--- config.mk ---
export PLATFORM = sky130hd
export DESIGN_NAME = peripheral_msi_slave_arbiter_axi4
export DESIGN_NICKNAME = d
export VERILOG_FILES = /design/src/rtl/peripheral_axi4_pkg.sv /design/src/rtl/peripheral_msi_arb_rr_pick.sv /design/src/rtl/peripheral_msi_slave_arbiter_axi4.sv
export SDC_FILE = /design/constraint.sdc
export NUM_CORES = 1
export LEC_CHECK = 0
export CAP_MARGIN = 20
export CORE_MARGIN = 10
export CORE_UTILIZATION = 52
export DETAILED_ROUTE_END_ITERATION = 12
export PLACE_DENSITY = 0.81
export SETUP_SLACK_MARGIN = 0.5
export SYNTH_ARGS = -nofsm -noshare
export SYNTH_HDL_FRONTEND = slang
export SYNTH_SLANG_ARGS = --single-unit
--- constraint.sdc ---
create_clock -name HCLK -period 8 [get_ports HCLK]
set_input_delay 1.6 -clock HCLK [delete_from_list [all_inputs] [get_ports HCLK]]
set_output_delay 1.6 -clock HCLK [all_outputs]
set_load 0.005 [all_outputs]
--- src/rtl/peripheral_axi4_pkg.sv ---
// Shared AHB/AXI peripheral definitions: bus encodings and the slave-arbiter state type.
package peripheral_axi4_pkg;

  localparam logic [1:0] HTRANS_IDLE   = 2'b00;
  localparam logic [1:0] HTRANS_BUSY   = 2'b01;
  localparam logic [1:0] HTRANS_NONSEQ = 2'b10;
  localparam logic [1:0] HTRANS_SEQ    = 2'b11;

  localparam logic [2:0] HBURST_SINGLE = 3'b000;
  localparam logic [2:0] HBURST_INCR   = 3'b001;
  localparam logic [2:0] HBURST_WRAP4  = 3'b010;
  localparam logic [2:0] HBURST_INCR4  = 3'b011;
  localparam logic [2:0] HBURST_WRAP8  = 3'b100;
  localparam logic [2:0] HBURST_INCR8  = 3'b101;
  localparam logic [2:0] HBURST_WRAP16 = 3'b110;
  localparam logic [2:0] HBURST_INCR16 = 3'b111;

  typedef enum logic [1:0] {
    IDLE   = 2'b00,
    OWNED  = 2'b01,
    PARKED = 2'b10
  } arb_state_t;

endpackage

--- src/rtl/peripheral_msi_arb_rr_pick.sv ---
// Combinational winner select: highest priority among requesters, ties broken
// round-robin starting just after last_idx.
module peripheral_msi_arb_rr_pick #(
  parameter int MASTERS   = 5,
  parameter int PRIO_BITS = 3,
  localparam int IW       = $clog2(MASTERS)
) (
  input  logic [MASTERS-1:0]           req,
  input  logic [MASTERS*PRIO_BITS-1:0] prio,
  input  logic [IW-1:0]                last_idx,
  output logic [MASTERS-1:0]           winner_onehot,
  output logic [IW-1:0]                winner_idx,
  output logic                         any
);

  logic [PRIO_BITS-1:0] max_prio;
  logic [MASTERS-1:0]   cand;
  logic                 found;

  always_comb begin
    max_prio = '0;
    for (int i = 0; i < MASTERS; i++)
      if (req[i] && (prio[i*PRIO_BITS +: PRIO_BITS] > max_prio))
        max_prio = prio[i*PRIO_BITS +: PRIO_BITS];

    cand = '0;
    for (int i = 0; i < MASTERS; i++)
      cand[i] = req[i] && (prio[i*PRIO_BITS +: PRIO_BITS] == max_prio);

    // Two passes give the wrap order: indices above last_idx first, then 0..last_idx.
    winner_onehot = '0;
    winner_idx    = '0;
    found         = 1'b0;
    for (int i = 0; i < MASTERS; i++)
      if (!found && cand[i] && (i > int'(last_idx))) begin
        found            = 1'b1;
        winner_onehot[i] = 1'b1;
        winner_idx       = IW'(i);
      end
    for (int i = 0; i < MASTERS; i++)
      if (!found && cand[i] && (i <= int'(last_idx))) begin
        found            = 1'b1;
        winner_onehot[i] = 1'b1;
        winner_idx       = IW'(i);
      end
  end

  assign any = |req;

endmodule

--- src/rtl/peripheral_msi_slave_arbiter_axi4.sv ---
// Per-slave arbiter for the multi-master interconnect: registered one-hot grant with
// priority + round-robin selection, bus parking and lock/wait-state hold.
//
// state  | meaning
// IDLE   | no grant issued since reset
// OWNED  | holder granted and requesting
// PARKED | holder retains grant but is not requesting
module peripheral_msi_slave_arbiter_axi4 #(
  parameter int MASTERS   = 5,
  parameter int PRIO_BITS = 3
) (
  input  logic                         HCLK,
  input  logic                         HRESET,
  input  logic [MASTERS-1:0]           mst_req,
  input  logic [MASTERS*PRIO_BITS-1:0] mst_priority,
  input  logic [MASTERS-1:0]           mst_can_switch,
  input  logic                         slv_HREADY,
  output logic [MASTERS-1:0]           master_granted,
  output logic [$clog2(MASTERS)-1:0]   grant_sel,
  output logic                         grant_valid
);
  import peripheral_axi4_pkg::*;

  localparam int IW = $clog2(MASTERS);

  arb_state_t         state;
  logic [IW-1:0]      last_idx;
  logic [MASTERS-1:0] pick_onehot;
  logic [IW-1:0]      pick_idx;
  logic               pick_any;
  logic               arb_ev;

  peripheral_msi_arb_rr_pick #(
    .MASTERS   (MASTERS),
    .PRIO_BITS (PRIO_BITS)
  ) u_pick (
    .req           (mst_req),
    .prio          (mst_priority),
    .last_idx      (last_idx),
    .winner_onehot (pick_onehot),
    .winner_idx    (pick_idx),
    .any           (pick_any)
  );

  // Holder's can_switch is picked out through the one-hot grant, avoiding a wide index.
  assign arb_ev = slv_HREADY &&
                  ((state != OWNED) || (|(mst_can_switch & master_granted)));

  always_ff @(posedge HCLK) begin
    if (HRESET) begin
      state          <= IDLE;
      master_granted <= '0;
      grant_sel      <= '0;
      grant_valid    <= 1'b0;
      last_idx       <= IW'(MASTERS - 1);
    end else if (arb_ev) begin
      if (pick_any) begin
        state          <= OWNED;
        master_granted <= pick_onehot;
        grant_sel      <= pick_idx;
        last_idx       <= pick_idx;
        grant_valid    <= 1'b1;
      end else if (state == OWNED) begin
        state       <= PARKED;
        grant_valid <= 1'b0;
      end
    end
  end

endmodule

[Yosys cells after proc, flatten, opt, wreduce, memory -nomap -nowiden]
Index checks and enable logic that the tools add are counted.
Operators by class
  bitwise logic cells: 1
  reductions and logical operators: 41
  muxes and demuxes: 34
  equality and inequality tests: 7
  order comparisons: 13
Operator list (count)
  3-bit 2-to-1 mux: 11
  1-bit logical AND: 27
  1-bit 2-to-1 mux: 19
  3-bit equality test: 5
  3-bit greater-than comparator: 4
  5-bit OR reduction: 2
  1-bit logical NOT: 8
  2-bit 2-to-1 mux: 4
  2-bit by 3-bit greater-than comparator with 1-bit output (first input constant): 2
  2-bit by 3-bit <= comparator with 1-bit output (first input constant): 2
  5-bit bitwise AND: 1
  2-bit AND reduction: 2
  1-bit by 3-bit greater-than comparator with 1-bit output (first input constant): 1
  3-bit by 1-bit greater-than comparator with 1-bit output (second input constant): 1
  3-bit greater-than comparator (first input constant): 1
  1-bit by 3-bit <= comparator with 1-bit output (first input constant): 1
  3-bit <= comparator (first input constant): 1
  2-bit by 1-bit equality test with 1-bit output (second input constant): 1
  2-bit by 1-bit inequality test with 1-bit output (second input constant): 1
  2-bit nonzero test: 1
  1-bit logical OR: 1
Storage, ports and cells
  output and inout bits: 9
  logic and storage cells: 101
  bits of input ports: 28
  flip-flop bits (word level): 14

[Longest topological paths before layout]
Gate-level depths: netlist of run 1.
  word-level depth: 50
  mapped depth: 33
  gate-level depth less buffers: 32

[By module]
From an unflattened synthesis of run 1, not the netlist that was laid out.
Unflattened totals
  cell total of the unflattened synthesis: 204
  area total of the unflattened synthesis: 1610.3 um^2
By module, submodules not included
  peripheral_msi_arb_rr_pick: seq. area each 0.0 um^2, instances 1, area each 1141.1 um^2, cells an instance 157
  peripheral_msi_slave_arbiter_axi4: seq. area each 220.2 um^2, instances 1, area each 469.2 um^2, cells an instance 47

[Worst setup path before layout of run 1]
No wires, ideal clock.
  kind: input to register
  start point: input mst_priority[2]
  end point: register grant_sel[0]
  buffers on the path: 1
  setup time: 0.117 ns
  cell stages on the path: 32
  setup slack: 0.565 ns
  data arrival time: 7.318 ns
  data required time: 7.883 ns
  cells stage by stage: nand2_1 > ha_1 > nor2_2 > a31o_1 > nor2_4 > mux2i_1 > inv_1 > ha_1 > nor2_1 > o311ai_1 > a21boi_1 > o211ai_2 > and2_1 > inv_2 > ha_1 > and3b_1 > o211ai_1 > buf_4 > mux2i_1 > ha_1 > nor2b_1 > or3_1 > a21boi_1 > o21ai_1 > and3_1 > o21ai_0 > a211oi_1 > mux2i_1 > nor4b_4 > and4bb_4 > a211oi_2 > a22o_1
Between the ends
  cells in the longest elaborated chain, start to end: 50
  elaborated cells on any way between the ends: 66
  classes of those cells: order compare: 5; eq/ne: 5; mux: 22; reduce/logical: 34
RTL lines
  start, declared: line peripheral_msi_slave_arbiter_axi4.sv:15  | input logic [MASTERS*PRIO_BITS-1:0] mst_priority,
  3-bit by 1-bit greater-than comparator with 1-bit output: line peripheral_msi_arb_rr_pick.sv:23  | if (req[i] && (prio[i*PRIO_BITS +: PRIO_BITS] > max_prio))
  1-bit logical AND: line peripheral_msi_arb_rr_pick.sv:23
  3-bit 2-to-1 mux: line peripheral_msi_arb_rr_pick.sv:23
  3-bit greater-than comparator: line peripheral_msi_arb_rr_pick.sv:23
  1-bit logical AND: line peripheral_msi_arb_rr_pick.sv:23
  3-bit 2-to-1 mux: line peripheral_msi_arb_rr_pick.sv:23
  3-bit greater-than comparator: line peripheral_msi_arb_rr_pick.sv:23
  1-bit logical AND: line peripheral_msi_arb_rr_pick.sv:23
  [... 31 more ...]
  1-bit logical AND (2 in series): line peripheral_msi_arb_rr_pick.sv:41  | if (!found && cand[i] && (i <= int'(last_idx))) begin
  1-bit 2-to-1 mux: line peripheral_msi_arb_rr_pick.sv:41
  1-bit logical NOT: line peripheral_msi_arb_rr_pick.sv:41
  1-bit logical AND (2 in series): line peripheral_msi_arb_rr_pick.sv:41
  1-bit 2-to-1 mux: line peripheral_msi_arb_rr_pick.sv:41
  1-bit logical NOT: line peripheral_msi_arb_rr_pick.sv:41
  1-bit logical AND (2 in series): line peripheral_msi_arb_rr_pick.sv:41
  3-bit 2-to-1 mux *: line peripheral_msi_arb_rr_pick.sv:41
  end signal, assigned: line peripheral_msi_slave_arbiter_axi4.sv:60  | grant_sel <= pick_idx;
  end, declared: line peripheral_msi_slave_arbiter_axi4.sv:19  | output logic [$clog2(MASTERS)-1:0] grant_sel,
Every way passes the cells marked *; elsewhere a longest branch is shown, timed or not.
A chain may end at the register's enable or synchronous reset.

[Final worst setup path of run 1]
  start point: input mst_req[0]
  end point: register grant_sel[0]
Between the ends
  cells in the longest elaborated chain, start to end: 49
  elaborated cells on any way between the ends: 67
  classes of those cells: order compare: 4; eq/ne: 5; mux: 22; reduce/logical: 36
RTL lines
  start, declared: line peripheral_msi_slave_arbiter_axi4.sv:14  | input logic [MASTERS-1:0] mst_req,
  1-bit logical AND: line peripheral_msi_arb_rr_pick.sv:23
  3-bit 2-to-1 mux: line peripheral_msi_arb_rr_pick.sv:23
  3-bit greater-than comparator: line peripheral_msi_arb_rr_pick.sv:23
  1-bit logical AND: line peripheral_msi_arb_rr_pick.sv:23
  3-bit 2-to-1 mux: line peripheral_msi_arb_rr_pick.sv:23
  3-bit greater-than comparator: line peripheral_msi_arb_rr_pick.sv:23
  1-bit logical AND: line peripheral_msi_arb_rr_pick.sv:23
  3-bit 2-to-1 mux: line peripheral_msi_arb_rr_pick.sv:23
  [... 30 more ...]
  1-bit logical AND (2 in series): line peripheral_msi_arb_rr_pick.sv:41
  1-bit 2-to-1 mux: line peripheral_msi_arb_rr_pick.sv:41
  1-bit logical NOT: line peripheral_msi_arb_rr_pick.sv:41
  1-bit logical AND (2 in series): line peripheral_msi_arb_rr_pick.sv:41
  1-bit 2-to-1 mux: line peripheral_msi_arb_rr_pick.sv:41
  1-bit logical NOT: line peripheral_msi_arb_rr_pick.sv:41
  1-bit logical AND (2 in series): line peripheral_msi_arb_rr_pick.sv:41
  3-bit 2-to-1 mux: line peripheral_msi_arb_rr_pick.sv:41
Several ways; a longest one is shown, not always the timed one.

==> metrics.cfg, run 1 <==
[outcome]
outcome = completed

[placement]
portBuffers = 36
dp.cells = 336
hpwl_mm = 4.57
place_congestion = 0.942
pre_cts_ws_ps = -107

[global_routing]
grt_pass1_vias = 1981
antenna_found_initial = 0
overflow = 0
grt_pass1_wl_mm = 9.18
grt_max_degree = 12
grt_use_total_pct = 17.1

[cts]
cts_inserted_buffers = 3
h-tree-depth = 1
ctsHoldBuffers = 0
cts_buffer_depth = 2
clock-sinks = 11
cts-root-buf = clkbuf_4
cts_tree = done
clk_pin_slew_ps = 60
clkLatencyLatePin_ps = 270

[power]
leakagePower_uw = 0.00107
irDropWorstVdd_uv = 92.6
totalPowerFinal_uw = 376
power.density_nw_per_um2 = 140

[floorplanning]
die_h_um = 78.8
rows = 21
initial_utilization_pct = 53.9
coreArea_um2 = 3340
die_area_um2 = 6210
pin_count = 37
die_x_um = 78.8

[layout]
diodes = 0
seqCellArea_um2 = 220
syn2layout_area_growth_pct = 49.1
layout-drive-gt1-share_pct = 34.3
multi_input_area_um2 = 1730
final_nets = 339
final_cells = 346
n_fill_cell = 211

[sta]
setup_slack_ps = 463
report.final.hold_viol_count = 0
period_needed_ps = 7540
rsz0062_at_grt = no
max_freq_mhz = 133
whs_ps = 456
skew_ps = 4.72
slew_headroom_pct = 52.8
slew_viol_final = 0
period_share_pct = 94.2
setup_viol = 0
worst_slew_pin_slew_ps = 703

[setup_path]
cp_max_fo = 6
crit_path_max_incr_delay_ps = 410
worst_ep_required_time_ps = 8160
r2r_cells = 9
startpoint_type = input port
cp-end-kind = flop
crit_slowest_cell = or3_4
cp.arrival_ps = 7700
worstSetupPathType = input port to flop

[logic_synthesis]
syn_area_per_cell_um2 = 7.85
ys.flop_type = dfxtp_1
syn_area_um2 = 1800
ys_types = 68
ys_ff_latch = 11
ys_seq_area_share_pct = 12.2
async_reset_ff_share_pct = 0
syn_inst = 229
yosys_warnings = 0
synth_nets = 267
synth_edf_count = 0

[route]
drt-initial-drc-count = 215
drc = 0
vias = 2224
routed_wl_mm = 6.41
wl_per_cell_um = 18.5
ant_nets = 0
firstDrtPassIters = 5
vias_per_cell = 6.43

[job]
timing.max_cap.violations = 0

[hold_path]
hp-class = flop to flop
hold_path_depth = 2

==> cell families (layout without fill, tap and decap cells) <==
logic type / count (synthesis) / in the layout / synth area share (%)
muxes: 7 / 7 / 3.90
adders and majority gates: 10 / 10 / 6.96
and+or+nand+nor: 88 / 88 / 29.4
buffers and inverters: 15 / 86 / 3.76
xor gates and xnor gates: 7 / 7 / 3.41
AOI/OAI and AO/OA: 91 / 91 / 40.3
DFF: 11 / 11 / 12.2
==> registers in the layout, summed over array words and instances, names as in the netlist <==
register / count
grant_sel: 3
master_granted: 5
state: 2
last_idx: 1
==> critical path, delay by kind of cell <==
kind                       cells  cell delay [ps]
adders and majority gates      4              890
buffers and inverters          4              440
and+or+nand+nor               10             1700
AOI/OAI and AO/OA             12             2410
muxes                          3              640
==> synth_stat cells, types with 3 or more instances <==
cell	number	area (um^2)
clkbuf_1	3	11.3
ha_1	10	125
nand3_1	9	45.0
a21o_1	3	22.5
o21a_1	4	30.0
a31o_1	3	26.3
a21oi_1	18	90.1
nand4_1	4	25.0
and3_1	5	31.3
a21boi_1	4	30.0
o211ai_1	7	52.6
a211oi_1	3	22.5
dfxtp_1	11	220
o21ai_1	3	15.0
nand2_1	20	75.1
nor3_1	4	20.0
inv_1	8	30.0
and2_1	4	25.0
buf_4	3	22.5
a22o_1	5	43.8
xnor2_1	6	52.6
o21ai_0	11	55.1
nor2_1	13	48.8
mux2i_1	7	70.1
nor2b_1	3	18.8
o211ai_2	3	37.5
nand4b_1	3	26.3
==> area by class of cell <==
type                    count  share of cell area (%)
clock buffers               4                   0.980
repair buffers             73                    23.0
flip-flops and latches     11                    8.22
multi-input cells         203                    64.4
well taps                  46                    2.15
inverters                   9                    1.26
==> final timing paths <==
kind / start / endpoint / slack, ps
max: mst_req[0] / grant_sel[0]$_SDFFE_PP0P_ / 460
min: grant_sel[2]$_SDFFE_PP0P_ / grant_sel[2]$_SDFFE_PP0P_ / 460
max reg2reg: last_idx[2]$_SDFFE_PP1P_ / grant_sel[0]$_SDFFE_PP0P_ / 5710
min reg2reg: grant_sel[2]$_SDFFE_PP0P_ / grant_sel[2]$_SDFFE_PP0P_ / 460
==> repair_timing <==
action                     CTS  global route
setup endpoints to repair    9             9
pin swaps                   10            24
gates cloned                 0             0
gates resized for setup     26            42
setup buffers                0             6
==> metrics by stage <==
stage	setup TNS [ps]	util, %	cell area, um^2
global placement	0	72.4	2410
floorplan	0	-	1800
global route	0	80.3	2680
detailed placement	-340	72.4	2410
CTS	0	75.8	2530
finish	0	80.3	2680
==> layout by cell type, fill, tap and decap left out, types with 3 or more instances in the layout <==
cell              n
nand4b_1          3
ha_4              4
o21a_1            4
nand2_1          18
clkbuf_4          3
nor3_1            3
o21ai_0           8
clkdlybuf4s50_1  28
a21o_1            3
a21oi_1          18
buf_4            39
xnor2_1           6
nor2_1           12
nand3_1           9
o21ai_2           4
o211ai_2          3
o211ai_1          7
a21boi_1          3
nand4_1           4
clkbuf_2          4
dfxtp_1          11
mux2i_1           4
a211oi_2          4
ha_1              6
and3_1            5
inv_1             7
a22o_1            5
==> layer usage <==
layer  share of wire, %  global-route usage, %  vias to the layer above
li1                   -                      -                     1055
met3                5.9                   1.69                       15
met4                1.7                   1.61                        0
met2                 51                   31.0                      114
met1                 42                   22.0                     1040
met5                  0                      0                        -
==> power breakdown <==
| part | internal, uW | switching, uW | leakage [uW] |
|---|---|---|---|
| clock network | 19.3 | 18.4 | 0.0000150 |
| logic | 132 | 140 | 0.000963 |
| registers | 59.2 | 5.93 | 0.0000897 |
Note: power is estimated with default switching activity, not from simulation.
==> run 2: changes to the inputs <==
Settings changed: ABC_CLOCK_PERIOD_IN_PS set to 8000, GPL_TIMING_DRIVEN set to 0.
==> run 2 against run 1 <==
  * Utilization grew 0.86 points
  * Flip-flop and latch count is the same
  * Total power grew 1.1%
  * Clock power shrank 2%
  * Critical path depth is the same
  * Count of clock-buffer cells in the layout is the same
  * Cell area grew 1.1%
  * Highest routed layer unchanged
==> metrics.cfg, run 2 (same netlist as run 1, synthesis figures left out) <==
[setup_path]
worst_ep_required_time_ps = 8150  ; about the same
timing.rr.end = grant_sel[0]$_SDFFE_PP0P_
cp-end-kind = flop
crit_path_max_incr_delay_ps = 420  ; about the same
startpoint = mst_priority[0]
cp_common_cell = o211ai_1
cp_max_fo = 6  ; unchanged
worstSetupPathType = input port to flop
cp.arrival_ps = 7740  ; +40 ps
startpoint_type = input port
r2r_start = last_idx[2]$_SDFFE_PP1P_
endpoint = grant_sel[1]$_SDFFE_PP0P_
rrSetupSlack_ps = 5860  ; +150 ps
crit_slowest_cell = or3_4
r2r_cells = 9  ; unchanged

[placement]
dp.cells = 310  ; -7.7%
place_congestion = 0.915  ; -2.9%
hpwl_mm = 4.15  ; -9.2%
portBuffers = 35  ; -2.8%
pre_cts_ws_ps = -1060  ; -954 ps

[route]
vias_per_cell = 6.37  ; -0.87%
routed_wl_mm = 6.35  ; -0.94%
ant_nets = 0  ; unchanged
firstDrtPassIters = 6  ; +1
vias = 2211  ; -0.58%
wl_per_cell_um = 18.3  ; -1.2%
drc = 0  ; unchanged
drt-initial-drc-count = 202  ; -6.0%

[floorplanning]
pin_count = 37  ; unchanged
die_h_um = 78.8  ; unchanged
die_x_um = 78.8  ; unchanged
rows = 21  ; unchanged
initial_utilization_pct = 53.9  ; unchanged
die_area_um2 = 6210  ; unchanged
coreArea_um2 = 3340  ; unchanged

[layout]
syn2layout_area_growth_pct = 50.7
reg_top3 = master_granted (5), grant_sel (3), state (2)
final_common_cell = buf_4
diodes = 0  ; unchanged
layout-drive-gt1-share_pct = 35.2  ; +0.88 points
n_fill_cell = 204  ; -3.3%
final_cells = 347  ; +0.29%
seqCellArea_um2 = 220  ; unchanged
largest_reg_flops = 5  ; unchanged
top_register = master_granted
final_nets = 340  ; +0.29%
multi_input_area_um2 = 1730  ; +0.22%
most-common-layout-cells = buf_4 (39), clkdlybuf4s50_1 (27), nand2_1 (17), a21oi_1 (16), nor2_1 (12)

[cts]
clock-sinks = 11  ; unchanged
cts_tree = done
h-tree-depth = 1  ; unchanged
cts-root-buf = clkbuf_4
ctsHoldBuffers = 0  ; unchanged
cts_inserted_buffers = 3  ; unchanged
clkLatencyLatePin_ps = 270  ; about the same
clk_pin_slew_ps = 60  ; about the same
cts_buffer_depth = 2  ; unchanged

[sta]
max_freq_mhz = 132  ; -0.66%
report.final.hold_viol_count = 0  ; unchanged
slew_headroom_pct = 50.7  ; -2.1 points
period_needed_ps = 7590  ; +50.1 ps
slew_viol_final = 0  ; unchanged
rsz0062_at_grt = yes
setup_viol = 0  ; unchanged
worst_slew_pin_slew_ps = 734  ; +30.7 ps
period_share_pct = 94.8  ; +0.63 points
whs_ps = 455  ; -0.982 ps
tns_ps = 0  ; unchanged
setup_slack_ps = 413  ; -50.1 ps
skew_ps = 7.07  ; +2.34 ps

[global_routing]
antenna_found_initial = 0  ; unchanged
grt_pass1_wl_mm = 9.43  ; +2.6%
overflow = 0  ; unchanged
grt_use_total_pct = 17.7  ; +0.55 points
grt_max_degree = 11  ; -1
grt_pass1_vias = 1990  ; +0.45%

[outcome]
outcome = completed

[job]
timing.max_cap.violations = 0  ; unchanged

[power]
power.density_nw_per_um2 = 140  ; about the same
irDropWorstVdd_uv = 92.7  ; +0.10%
leakagePower_uw = 0.00107  ; about the same

[hold_path]
hp-class = flop to flop

==> run 2: timing repair <==
action,in CTS,in global routing
pin swaps,17,33
cloned,0,0
endpoints found under the setup margin,9,9
buffers inserted,18,15
resized for setup,49,46
==> run 2: metal layers <==
metal | wire (um) | global-route usage (%) | vias up
met5 | 0 | 0 | -
met4 | 140 | 3.05 | 0
met3 | 327 | 2.59 | 14
met2 | 3220 | 31.8 | 86
met1 | 2660 | 21.9 | 1068
li1 | - | - | 1043
==> run 2: report_power, final <==
part,internal [uW],switching (uW)
Sequential,59.2,5.30
Clock,19.3,17.5
Combinational,138,140
Total,217,163
==> run 2: worst max-delay path: cells and delay by family <==
family                     cells  cell delay (ps)
AOI/OAI and AO/OA             12             2270
and+or+nand+nor                9             1540
buffers and inverters          5              590
muxes                          3              760
adders and majority gates      4              930
==> run 2: cell type report <==
class                      instances  area share [%]
multi-input combinational        203            63.9
timing repair buffer              68            22.3
sequential                        11            8.13
tap                               46            2.12
inverter                           9            1.34
buffer                             6            1.25
clock buffer                       4           0.970
==> run 2: worst min path at each step <==
| stage | from | to | depth (start not counted) |
|---|---|---|---|
| floorplan | grant_sel[2]$_SDFFE_PP0P_ | grant_sel[2]$_SDFFE_PP0P_ | 2 |
| global placement | grant_sel[2]$_SDFFE_PP0P_ | grant_sel[2]$_SDFFE_PP0P_ | 2 |
| detailed placement | grant_sel[2]$_SDFFE_PP0P_ | grant_sel[2]$_SDFFE_PP0P_ | 2 |
| CTS | grant_sel[2]$_SDFFE_PP0P_ | grant_sel[2]$_SDFFE_PP0P_ | 2 |
| global route | grant_sel[2]$_SDFFE_PP0P_ | grant_sel[2]$_SDFFE_PP0P_ | 2 |
| finish | grant_sel[2]$_SDFFE_PP0P_ | grant_sel[2]$_SDFFE_PP0P_ | 2 |
==> run 2: stage by stage <==
stage	total power, uW	instance area [um^2]	util [%]
after floorplan	210	1800	-
after global placement	261	2210	66.1
after detailed placement	265	2210	66.1
after CTS	337	2460	73.9
after global routing	405	2710	81.2
final	379	2710	81.2
==> run 3: changes to the inputs <==
Settings changed: CORE_UTILIZATION 52 to 50, PLACE_DENSITY 0.81 to 0.86.
==> run 3 against run 2 <==
  * Critical path type unchanged
  * Fmax up 0.23%
  * Highest routed layer unchanged
  * Utilization up 3.0 points
  * Wire length up 20%
  * Sequential share of layout area down 0.47 points
  * Non-clock buffer count up 11
  * Via count up 11%
  * Cell area up 6.1%
  * Register-to-register slack worse by 110 ps
==> metrics.cfg, run 3 (same netlist as run 1, synthesis figures left out) <==
[sta]
report.final.hold_viol_count = 0  ; unchanged
max_freq_mhz = 132  ; +0.23%
setup_viol = 0  ; unchanged
slew_viol_final = 0  ; unchanged
slew_headroom_pct = 52.9  ; +2.2 points
period_share_pct = 94.6  ; -0.22 points
skew_ps = 1.29  ; -5.77 ps
worst_slew_pin_slew_ps = 701  ; -32.8 ps
period_needed_ps = 7570  ; -17.7 ps
whs_ps = 456  ; +1.54 ps
rsz0062_at_grt = yes
setup_slack_ps = 431  ; +17.7 ps
tns_ps = 0  ; unchanged

[floorplanning]
coreArea_um2 = 3420  ; +2.4%
rows = 21  ; unchanged
die_x_um = 80.0  ; +1.5%
pin_count = 37  ; unchanged
die_area_um2 = 6390  ; +3.0%
initial_utilization_pct = 52.6  ; -1.2 points
die_h_um = 80.0  ; +1.5%

[global_routing]
grt_pass1_wl_mm = 10.5  ; +11%
overflow = 0  ; unchanged
antenna_found_initial = 0  ; unchanged
grt_use_total_pct = 19.5  ; +1.8 points
grt_max_degree = 11  ; unchanged
grt_pass1_vias = 2200  ; +11%

[layout]
reg_top3 = master_granted (5), grant_sel (3), state (2)
syn2layout_area_growth_pct = 59.8
diodes = 0  ; unchanged
largest_reg_flops = 5  ; unchanged
final_common_cell = buf_4
top_register = master_granted
final_cells = 358  ; +3.2%
most-common-layout-cells = buf_4 (49), clkdlybuf4s50_1 (27), nand2_1 (17), a21oi_1 (15), nor2_1 (12)
n_fill_cell = 195  ; -4.4%
layout-drive-gt1-share_pct = 40.4  ; +5.2 points
final_nets = 351  ; +3.2%
multi_input_area_um2 = 1820  ; +5.4%
seqCellArea_um2 = 220  ; unchanged

[route]
vias_per_cell = 6.84  ; +7.3%
firstDrtPassIters = 5  ; -1
vias = 2448  ; +11%
ant_nets = 0  ; unchanged
wl_per_cell_um = 21.3  ; +16%
drc = 0  ; unchanged
routed_wl_mm = 7.61  ; +20%
drt-initial-drc-count = 374  ; +85%

[power]
power_frac_clock_pct = 8.7  ; -1.0 points
p_sw_share_pct = 44.3  ; +1.4 points
leakagePower_uw = 0.00114  ; +6.3%
intPower_uw = 237  ; +9.5%
power.density_nw_per_um2 = 148  ; +5.8%
irDropWorstVdd_uv = 96.7  ; +4.3%
p_comb_share_pct = 76.1  ; +2.8 points
totalPowerFinal_uw = 426  ; +12%
seq_power_share_pct = 15.2  ; -1.8 points
switchingPower_uw = 189  ; +16%

[setup_path]
startpoint_type = input port
r2r_start = last_idx[2]$_SDFFE_PP1P_
cp.arrival_ps = 7730  ; about the same
cp_max_fo = 6  ; unchanged
crit_path_max_incr_delay_ps = 370  ; -50 ps
worstSetupPathType = input port to flop
cp-end-kind = flop
cp_common_cell = ha_4
startpoint = mst_priority[3]
crit_slowest_cell = or3_4
worst_ep_required_time_ps = 8160  ; about the same

[cts]
clkLatencyLatePin_ps = 270  ; about the same
ctsHoldBuffers = 0  ; unchanged
clk_pin_slew_ps = 60  ; about the same
h-tree-depth = 1  ; unchanged
cts_buffer_depth = 2  ; unchanged
cts_tree = done
cts_inserted_buffers = 3  ; unchanged
cts-root-buf = clkbuf_4
clock-sinks = 11  ; unchanged

[placement]
pre_cts_ws_ps = -1130  ; -65.6 ps
hpwl_mm = 4.13  ; -0.38%
portBuffers = 35  ; unchanged
dp.cells = 310  ; unchanged
place_congestion = 0.930  ; +1.6%

[outcome]
outcome = completed

[job]
timing.max_cap.violations = 0  ; unchanged

[hold_path]
min_from = grant_sel[2]$_SDFFE_PP0P_
hp-class = flop to flop

run 3: changes by cell type in the layout (fill, tap and decap cells not counted), moves of 2 or more:
cell | previous run | this run
o21ai_0 | 8 | 6
o21ai_4 | 0 | 3
o21ai_2 | 3 | 1
ha_1 | 6 | 4
buf_4 | 39 | 49
run 3: power groups by stage:
| stage | Sequential (uW) | Combinational [uW] | Clock, uW |
|---|---|---|---|
| after floorplan | 64.4 | 145 | 0 |
| after global placement | 65.1 | 195 | 0 |
| after detailed placement | 65.2 | 200 | 0 |
| after CTS | 64.0 | 252 | 38.2 |
| after global routing | 65.5 | 340 | 41.3 |
| final | 64.8 | 324 | 37.2 |
run 3: routing by layer:
layer	part of all wire, %	global-route usage (%)	wire length, um
met2	49	34.9	3700
met3	8.0	3.27	606
met4	4.5	4.23	346
met1	39	23.5	2960
met5	0	0	0
run 3: worst paths after layout:
path	to	slack (ps)	cells after the start
max	grant_sel[1]$_SDFFE_PP0P_	430	32
min	grant_sel[2]$_SDFFE_PP0P_	460	2
max reg2reg	grant_sel[1]$_SDFFE_PP0P_	5750	9
min reg2reg	grant_sel[2]$_SDFFE_PP0P_	460	2
run 3: cell type report:
class	instances	share of cell area, %
multi-input combinational	203	63.4
buffer	6	1.18
sequential	11	7.66
tap	46	2.00
timing repair buffer	79	23.6
clock buffer	4	0.914
inverter	9	1.26
run 3: what timing repair did:
item | in CTS | in global routing
buffers inserted | 29 | 15
resized for setup | 55 | 50
setup endpoints to repair | 9 | 9
pin swaps | 28 | 34
run 3: worst max-delay path: cells and delay by family:
kind            cells  cell delay (ps)
mux                 3              680
fa+ha+maj           4              930
buf+inv             5              560
simple gates        9             1800
compound gates     11             2180
run 3: through the flow:
| stage | util (%) | cell area, um^2 |
|---|---|---|
| 2_1_floorplan | - | 1800 |
| 6_report | 84.1 | 2870 |
| 4_1_cts | 75.8 | 2590 |
| 3_3_place_gp | 64.6 | 2210 |
| 5_1_grt | 84.1 | 2870 |
| 3_5_place_dp | 64.6 | 2210 |
